==> src/rtl/arf_pkg.sv <==
// Shared definitions for the architectural register file: sequencer states
// and the default geometry used by the surrounding pipeline.
package arf_pkg;

  typedef enum logic {
    ARF_INIT = 1'b0,
    ARF_RUN  = 1'b1
  } arf_state_e;

  localparam int ARF_WIDTH = 32;
  localparam int ARF_DEPTH = 32;

endpackage

==> src/rtl/arf_wr_select.sv <==
// Priority match of one address against all write ports; the highest-indexed
// enabled port that targets the address supplies the data.
module arf_wr_select #(
  parameter int WIDTH  = 32,
  parameter int AW     = 5,
  parameter int NUM_WR = 1
) (
  input  logic [NUM_WR-1:0]       wr_en,
  input  logic [NUM_WR*AW-1:0]    wr_addr,
  input  logic [NUM_WR*WIDTH-1:0] wr_data,
  input  logic [AW-1:0]           addr,
  output logic                    hit,
  output logic [WIDTH-1:0]        data
);

  always_comb begin
    hit  = 1'b0;
    data = '0;
    // Ascending scan so later (higher-indexed) matches overwrite earlier ones.
    for (int w = 0; w < NUM_WR; w++) begin
      if (wr_en[w] && (wr_addr[w*AW +: AW] == addr)) begin
        hit  = 1'b1;
        data = wr_data[w*WIDTH +: WIDTH];
      end
    end
  end

endmodule

==> src/rtl/arf_multiport.sv <==
// Multi-port architectural register file with write-to-read bypass, optional
// zero register, per-register busy scoreboard and a post-reset init sequencer.
module arf_multiport
  import arf_pkg::*;
#(
  parameter int WIDTH    = ARF_WIDTH,
  parameter int DEPTH    = ARF_DEPTH,
  parameter int AW       = $clog2(DEPTH),
  parameter int NUM_RD   = 2,
  parameter int NUM_WR   = 1,
  parameter int ZERO_REG = 0
) (
  input  logic                    clk,
  input  logic                    rst_n,
  input  logic [NUM_RD*AW-1:0]    rd_addr,
  output logic [NUM_RD*WIDTH-1:0] rd_data,
  output logic [NUM_RD-1:0]       rd_busy,
  input  logic [NUM_WR-1:0]       wr_en,
  input  logic [NUM_WR*AW-1:0]    wr_addr,
  input  logic [NUM_WR*WIDTH-1:0] wr_data,
  input  logic                    iss_valid,
  input  logic [AW-1:0]           iss_dst,
  output logic                    ready
);

  arf_state_e       state_q, state_d;
  logic [AW-1:0]    init_cnt_q, init_cnt_d;
  logic [DEPTH-1:0] busy_q, busy_d;
  logic [WIDTH-1:0] mem_q [DEPTH];
  logic [WIDTH-1:0] mem_d [DEPTH];

  logic [NUM_WR-1:0] wr_en_run;
  logic [DEPTH-1:0]  reg_hit;
  logic [WIDTH-1:0]  reg_hit_data [DEPTH];

  // Writes only exist once the sequencer has finished; this also kills bypass in INIT.
  assign wr_en_run = (state_q == ARF_RUN) ? wr_en : '0;
  assign ready     = (state_q == ARF_RUN);

  for (genvar r = 0; r < DEPTH; r++) begin : g_reg_sel
    arf_wr_select #(.WIDTH(WIDTH), .AW(AW), .NUM_WR(NUM_WR)) u_sel (
      .wr_en   (wr_en_run),
      .wr_addr (wr_addr),
      .wr_data (wr_data),
      .addr    (AW'(r)),
      .hit     (reg_hit[r]),
      .data    (reg_hit_data[r])
    );
  end

  for (genvar p = 0; p < NUM_RD; p++) begin : g_rd_port
    logic [AW-1:0]    addr;
    logic             hit;
    logic [WIDTH-1:0] hit_data;

    assign addr = rd_addr[p*AW +: AW];

    arf_wr_select #(.WIDTH(WIDTH), .AW(AW), .NUM_WR(NUM_WR)) u_sel (
      .wr_en   (wr_en_run),
      .wr_addr (wr_addr),
      .wr_data (wr_data),
      .addr    (addr),
      .hit     (hit),
      .data    (hit_data)
    );

    assign rd_data[p*WIDTH +: WIDTH] = ((ZERO_REG != 0) && (addr == '0)) ? '0 :
                                       hit ? hit_data : mem_q[addr];
    assign rd_busy[p] = busy_q[addr] & ~hit;
  end

  always_comb begin
    state_d    = state_q;
    init_cnt_d = init_cnt_q;
    case (state_q)
      ARF_INIT: begin
        init_cnt_d = init_cnt_q + 1'b1;
        if (init_cnt_q == AW'(DEPTH - 1)) state_d = ARF_RUN;
      end
      ARF_RUN: state_d = ARF_RUN;
    endcase
  end

  always_comb begin
    for (int r = 0; r < DEPTH; r++) begin
      mem_d[r]  = mem_q[r];
      busy_d[r] = busy_q[r];
      if (state_q == ARF_INIT) begin
        if (init_cnt_q == AW'(r)) mem_d[r] = WIDTH'(r);
      end else begin
        if (reg_hit[r]) begin
          if (!((ZERO_REG != 0) && (r == 0))) mem_d[r] = reg_hit_data[r];
          busy_d[r] = 1'b0;
        end
        // A new producer issued this cycle outranks the retiring write.
        if (iss_valid && (iss_dst == AW'(r))) busy_d[r] = 1'b1;
      end
      if ((ZERO_REG != 0) && (r == 0)) busy_d[r] = 1'b0;
    end
  end

  always_ff @(posedge clk or negedge rst_n) begin
    if (!rst_n) begin
      state_q    <= ARF_INIT;
      init_cnt_q <= '0;
      busy_q     <= '0;
    end else begin
      state_q    <= state_d;
      init_cnt_q <= init_cnt_d;
      busy_q     <= busy_d;
    end
  end

  // Storage is deliberately not reset; the sequencer gives it defined contents.
  always_ff @(posedge clk) begin
    mem_q <= mem_d;
  end

endmodule

==> config.mk <==
export PLATFORM = sky130hd
export DESIGN_NAME = arf_multiport
export DESIGN_NICKNAME = d
export VERILOG_FILES = /design/src/rtl/arf_pkg.sv /design/src/rtl/arf_wr_select.sv /design/src/rtl/arf_multiport.sv
export SDC_FILE = /design/constraint.sdc
export NUM_CORES = 2
export LEC_CHECK = 0
export BUFFER_PORTS_ARGS = -buffer_cell sky130_fd_sc_hd__buf_2
export CORE_ASPECT_RATIO = 1.5
export CORE_UTILIZATION = 62
export DETAILED_ROUTE_END_ITERATION = 6
export PLACE_DENSITY = 0.85
export SKIP_CTS_REPAIR_TIMING = 1
export SYNTH_ARGS = -nofsm -noshare
export SYNTH_HDL_FRONTEND = slang
export SYNTH_SLANG_ARGS = --single-unit
==> constraint.sdc <==
create_clock -name clk -period 8.9 [get_ports clk]
set_input_delay 0.89 -clock clk [delete_from_list [all_inputs] [get_ports clk]]
set_output_delay 0.89 -clock clk [all_outputs]
set_load 0.05 [all_outputs]
* Yosys cells after proc, flatten, opt, wreduce, memory -nomap -nowiden
Index checks and enable logic that the tools add are counted.
Widths: inputs -> output; s select.
** Operators by class
- Muxes and demuxes :: 243
- Reduce and logical (&&, ||, !) cells :: 197
- Bitwise logic cells :: 7
- Equal/unequal tests :: 127
- $add $sub $neg :: 1
- Magnitude comparators :: 4
** Operators by type and width (number)
- $mux 32 :: 136
- $bmux 32 s5 :: 2
- $eq 5x5->1 const B :: 48
- $reduce_and 2->1 :: 64
- $reduce_bool 2->1 :: 64
- $eq 5x4->1 const B :: 24
- $mux 1 :: 102
- $logic_and 1x1->1 :: 66
- $ne 2x1->1 const B :: 32
- $eq 5x3->1 const B :: 12
- $eq 5x2->1 const B :: 6
- $eq 5x1->1 const B :: 3
- $logic_not 5->1 :: 3
- $ge 6x6->1 const B :: 2
- $lt 5x6->1 const B :: 2
- $not 5->6 :: 2
- $bmux 1 s5 :: 2
- $eq 5x5->1 :: 2
- $add 5x1->5 const B :: 1
- $not 1->1 :: 3
- $and 1x1->1 :: 2
- $pmux 1 s2 :: 1
** Storage, ports and cells
- Output and inout port bits :: 67
- Register bits :: 1062
- Word-level logic and storage cells :: 645

* Depth between registers and ports, before layout
- Depth in word-level cells :: 5
- Gate-level depth with buffers :: 8
- Depth with buffers taken out :: 5

* By module
Synthesis repeated with hierarchy kept, for this count alone.
** Second synthesis, totals
- Cells, all modules :: 7238
- Area total of the unflattened synthesis :: 77865.9 um^2
** By module, submodules not included
- arf_multiport :: times used 1, area each 59190.5 um^2, cells each 4552
- arf_wr_select :: times used 34, area each 549.3 um^2, cells each 79

* Worst setup path after synthesis
No wires, ideal clock.
- Kind :: input to output
- Start point :: input rd_addr[1]
- End point :: output rd_data[10]
- Cell stages on the path :: 7
- Setup slack :: 4.803 ns
- Arrival time :: 3.207 ns
- Required time :: 8.010 ns
- Buffers on the path :: 5
- Cell sequence :: buf_2 -> buf_2 -> clkbuf_1 -> buf_2 -> buf_2 -> a211oi_1 -> o31ai_1
** Between the ends
- Longest elaborated chain between the ends :: 5
** Ends and longest elaborated chain
- start: declaration :: line arf_multiport.sv:15 : input logic [NUM_RD*AW-1:0] rd_addr,
- $not 5->6 (not written as such) :: line arf_multiport.sv:68 : hit ? hit_data : mem_q[addr];
- $bmux 32 s5 :: line arf_multiport.sv:68
- $mux 32 (not written as such) (2 in a row) :: line arf_multiport.sv:68
- $mux 32 (*) :: line arf_multiport.sv:68
- end: declaration :: line arf_multiport.sv:16 : output logic [NUM_RD*WIDTH-1:0] rd_data,
Every way passes the cells marked *; elsewhere a longest branch is shown, timed or not. The select of a mux whose other input is x is not followed.

* Worst setup path after layout
- Start point :: input rd_addr[7]
- End point :: output rd_data[48]
Same word-level chain as after synthesis.

==> metrics.yaml <==
cts_tree: "yes"
crit_required_ns: 8.01
grt_pass1_vias: 40764
internal-power_w: 0.00809
p_seq_frac: 0.508
gp_congestion: 0.931
grt_pass1_wl_um: 283000
synth_seq_area_share: 0.552
leakage_nw: 23.8
yosys_register_bits: 1062
hold_class: "in2async"
synth_edf_count: 1024
vias: 40312
yosysWarningCount: 0
cts_htree_levels: 3
vias_per_cell: 7.95
p_sw_w: 0.00263
drt_iter0_markers: 7629
final_max_slew_viol_count: 0
syn_to_final_growth_pct: 8.23
ctsLongestPathBuffers: 3
end_kind: "output port"
placed_cell_area_um2: 59000
total_power_w: 0.0107
pwr-share-comb: 0.094
finalSetupViolCount: 0
clkPwrFrac: 0.398
synth_top_area_share: 0.535
tightestPinTransition_ns: 1.47
ys.flop_type: "edfxtp_1"
ioPinCount: 123
r2r-end: "mem_q[117]"
fp.dieH_um: 375
outcome: "finished, violations left"
synthArstFlopShare: 0.0358
synthDistinctLibCells: 44
routedWlPerCell_um: 39.5
path_class: "in2out"
overflow: 0
drc: 6
ctsRootBufferMaster: "clkbuf_16"
drt-total-wl_um: 200000
max-cap-violations: 0
mostFrequentLayoutCells: "edfxtp_1 (1024), and2_1 (947), mux4_2 (532)"
start_kind: "primary input"
syn_inst: 3899
fin_area_um2: 62200
hold_ws_ns: 0.314
synth_area_leader_cell: "edfxtp_1"
relSlewSlack: 0.0199
arrival_ns: 4.86
clk_latency_ns: 0.72
rr_worst_depth: 4
grtUsageTotal: 0.434
cts.sinks: 1062
rsz0062_at_grt: "false"
finalHoldViolations: 0
violations: "design-rule violations"
antenna_found_initial: 27
ir_drop_uv: 163
die_area_um2: 93900
postRouteAntennaNets: 0
clkTransAtPathRegs_ns: 0.07
fp.coreArea_um2: 91700
period_needed_ns: 5.75
power.density_nw_per_um2: 172
first_pass_iters: 7
tns_ns: 0
drive_gt1_frac: 0.254
switching_share: 0.246
fin_skew_ns: 0.0363
floorplan.initialDensity: 0.626
portBuffers: 122
r2r-start: "ready"
row_count: 136
cp_max_fo: 64
cts-buffers-inserted: 94
fillers: 5602
hpwl_um: 113000
die_w_um: 251
grt_max_degree: 97
synth_area_leaders: "edfxtp_1 (54%), mux4_2 (21%), and2_1 (10%)"
layout_commonest_cell: "edfxtp_1"
syn_area_per_cell_um2: 14.7
fmax_ghz: 0.174
nets: 3863
regToRegSetupSlack_ns: 5.15
synth_area_um2: 57500
finalCritPeriodShare: 0.646
synth_nets: 3961
power by group through the flow:
stage | logic, W | registers (W) | clock network [W]
finish | 0.00101 | 0.00545 | 0.00426
global route | 0.00101 | 0.00545 | 0.00440
CTS | 0.000957 | 0.00545 | 0.00423
detailed placement | 0.000952 | 0.00556 | 0
global placement | 0.000942 | 0.00556 | 0
floorplan | 0.000642 | 0.00555 | 0
sequential cells by signal, summed over array words and instances, names as in the netlist:
name and flops:
mem_q 1024, busy_q 32, init_cnt_q 5, ready 1
cells by family (layout without fill, tap and decap cells):
logic type / count (synthesis) / after routing / share of synthesized area
AOI/OAI and AO/OA: 384 / 384 / 0.0483
xor gates and xnor gates: 13 / 13 / 0.00198
adders and majority gates: 6 / 6 / 0.00131
buffers and inverters: 441 / 421 / 0.0362
DFF: 1062 / 1062 / 0.552
muxes: 596 / 596 / 0.220
other: 0 / 20 / 0
and+or+nand+nor: 1397 / 1397 / 0.141
how the worst max path moves through the flow:
| stage | from | endpoint | depth (start not counted) |
|---|---|---|---|
| 2_1_floorplan | rd_addr[1] | rd_data[10] | 7 |
| 3_3_place_gp | rd_addr[7] | rd_data[39] | 7 |
| 3_5_place_dp | rd_addr[7] | rd_data[39] | 7 |
| 4_1_cts | rd_addr[7] | rd_data[39] | 7 |
| 5_1_grt | rd_addr[6] | rd_data[48] | 8 |
| 6_report | rd_addr[7] | rd_data[48] | 7 |
routing by layer:
layer	up-vias	global-route usage	wire length, um
li1	14821	-	-
met1	19449	0.505	55700
met2	4606	0.640	88200
met3	1422	0.169	35700
met4	14	0.351	20500
met5	-	0	97
per-stage QoR:
step                      setup WS, ns   util  std cells
final                             3.15  0.678       5072
after global routing              2.99  0.677       5054
after CTS                         3.34  0.677       5051
after detailed placement          3.36  0.643       4877
after global placement            3.44  0.643       4877
after floorplan                   4.80      -       3899
cell usage after synthesis, drive strengths merged (2+ instances only):
cell type	count
or3	3
o31a	2
inv	9
a211oi	62
nor3	32
or2	4
dfrtp	38
a211o	62
nor4	2
ha	6
xor2	11
a21oi	2
nand3b	18
a31oi	2
clkbuf	299
a41oi	2
xnor2	2
nand2	206
edfxtp	1024
mux4	532
o2bb2ai	6
or3b	4
a22o	18
o21bai	2
o21ai	30
nor2	25
and2	949
a22oi	2
nand2b	13
mux2i	63
buf	133
o32ai	2
nand3	68
o31ai	62
nor2b	71
a32o	6
o22ai	124
cell type report:
type                       count  area, um2  area share
multi-input combinational   2396      24200       0.390
tap                         1173       1470      0.0236
timing repair buffer         238       1580      0.0254
sequential                  1062      31700       0.510
inverter                       9       33.8    0.000543
antenna                       20       50.0    0.000805
clock inverter                55        574     0.00924
clock buffer                 119       2540      0.0409
critical path, cell delays in order:
cell and delay (ns):
clkbuf_8 0.58, buf_4 0.84, xor2_1 0.22, nor4_4 0.25
and2_2 1.17, o31ai_1 0.46, buf_2 0.34
Note: power is estimated with default switching activity, not from simulation.
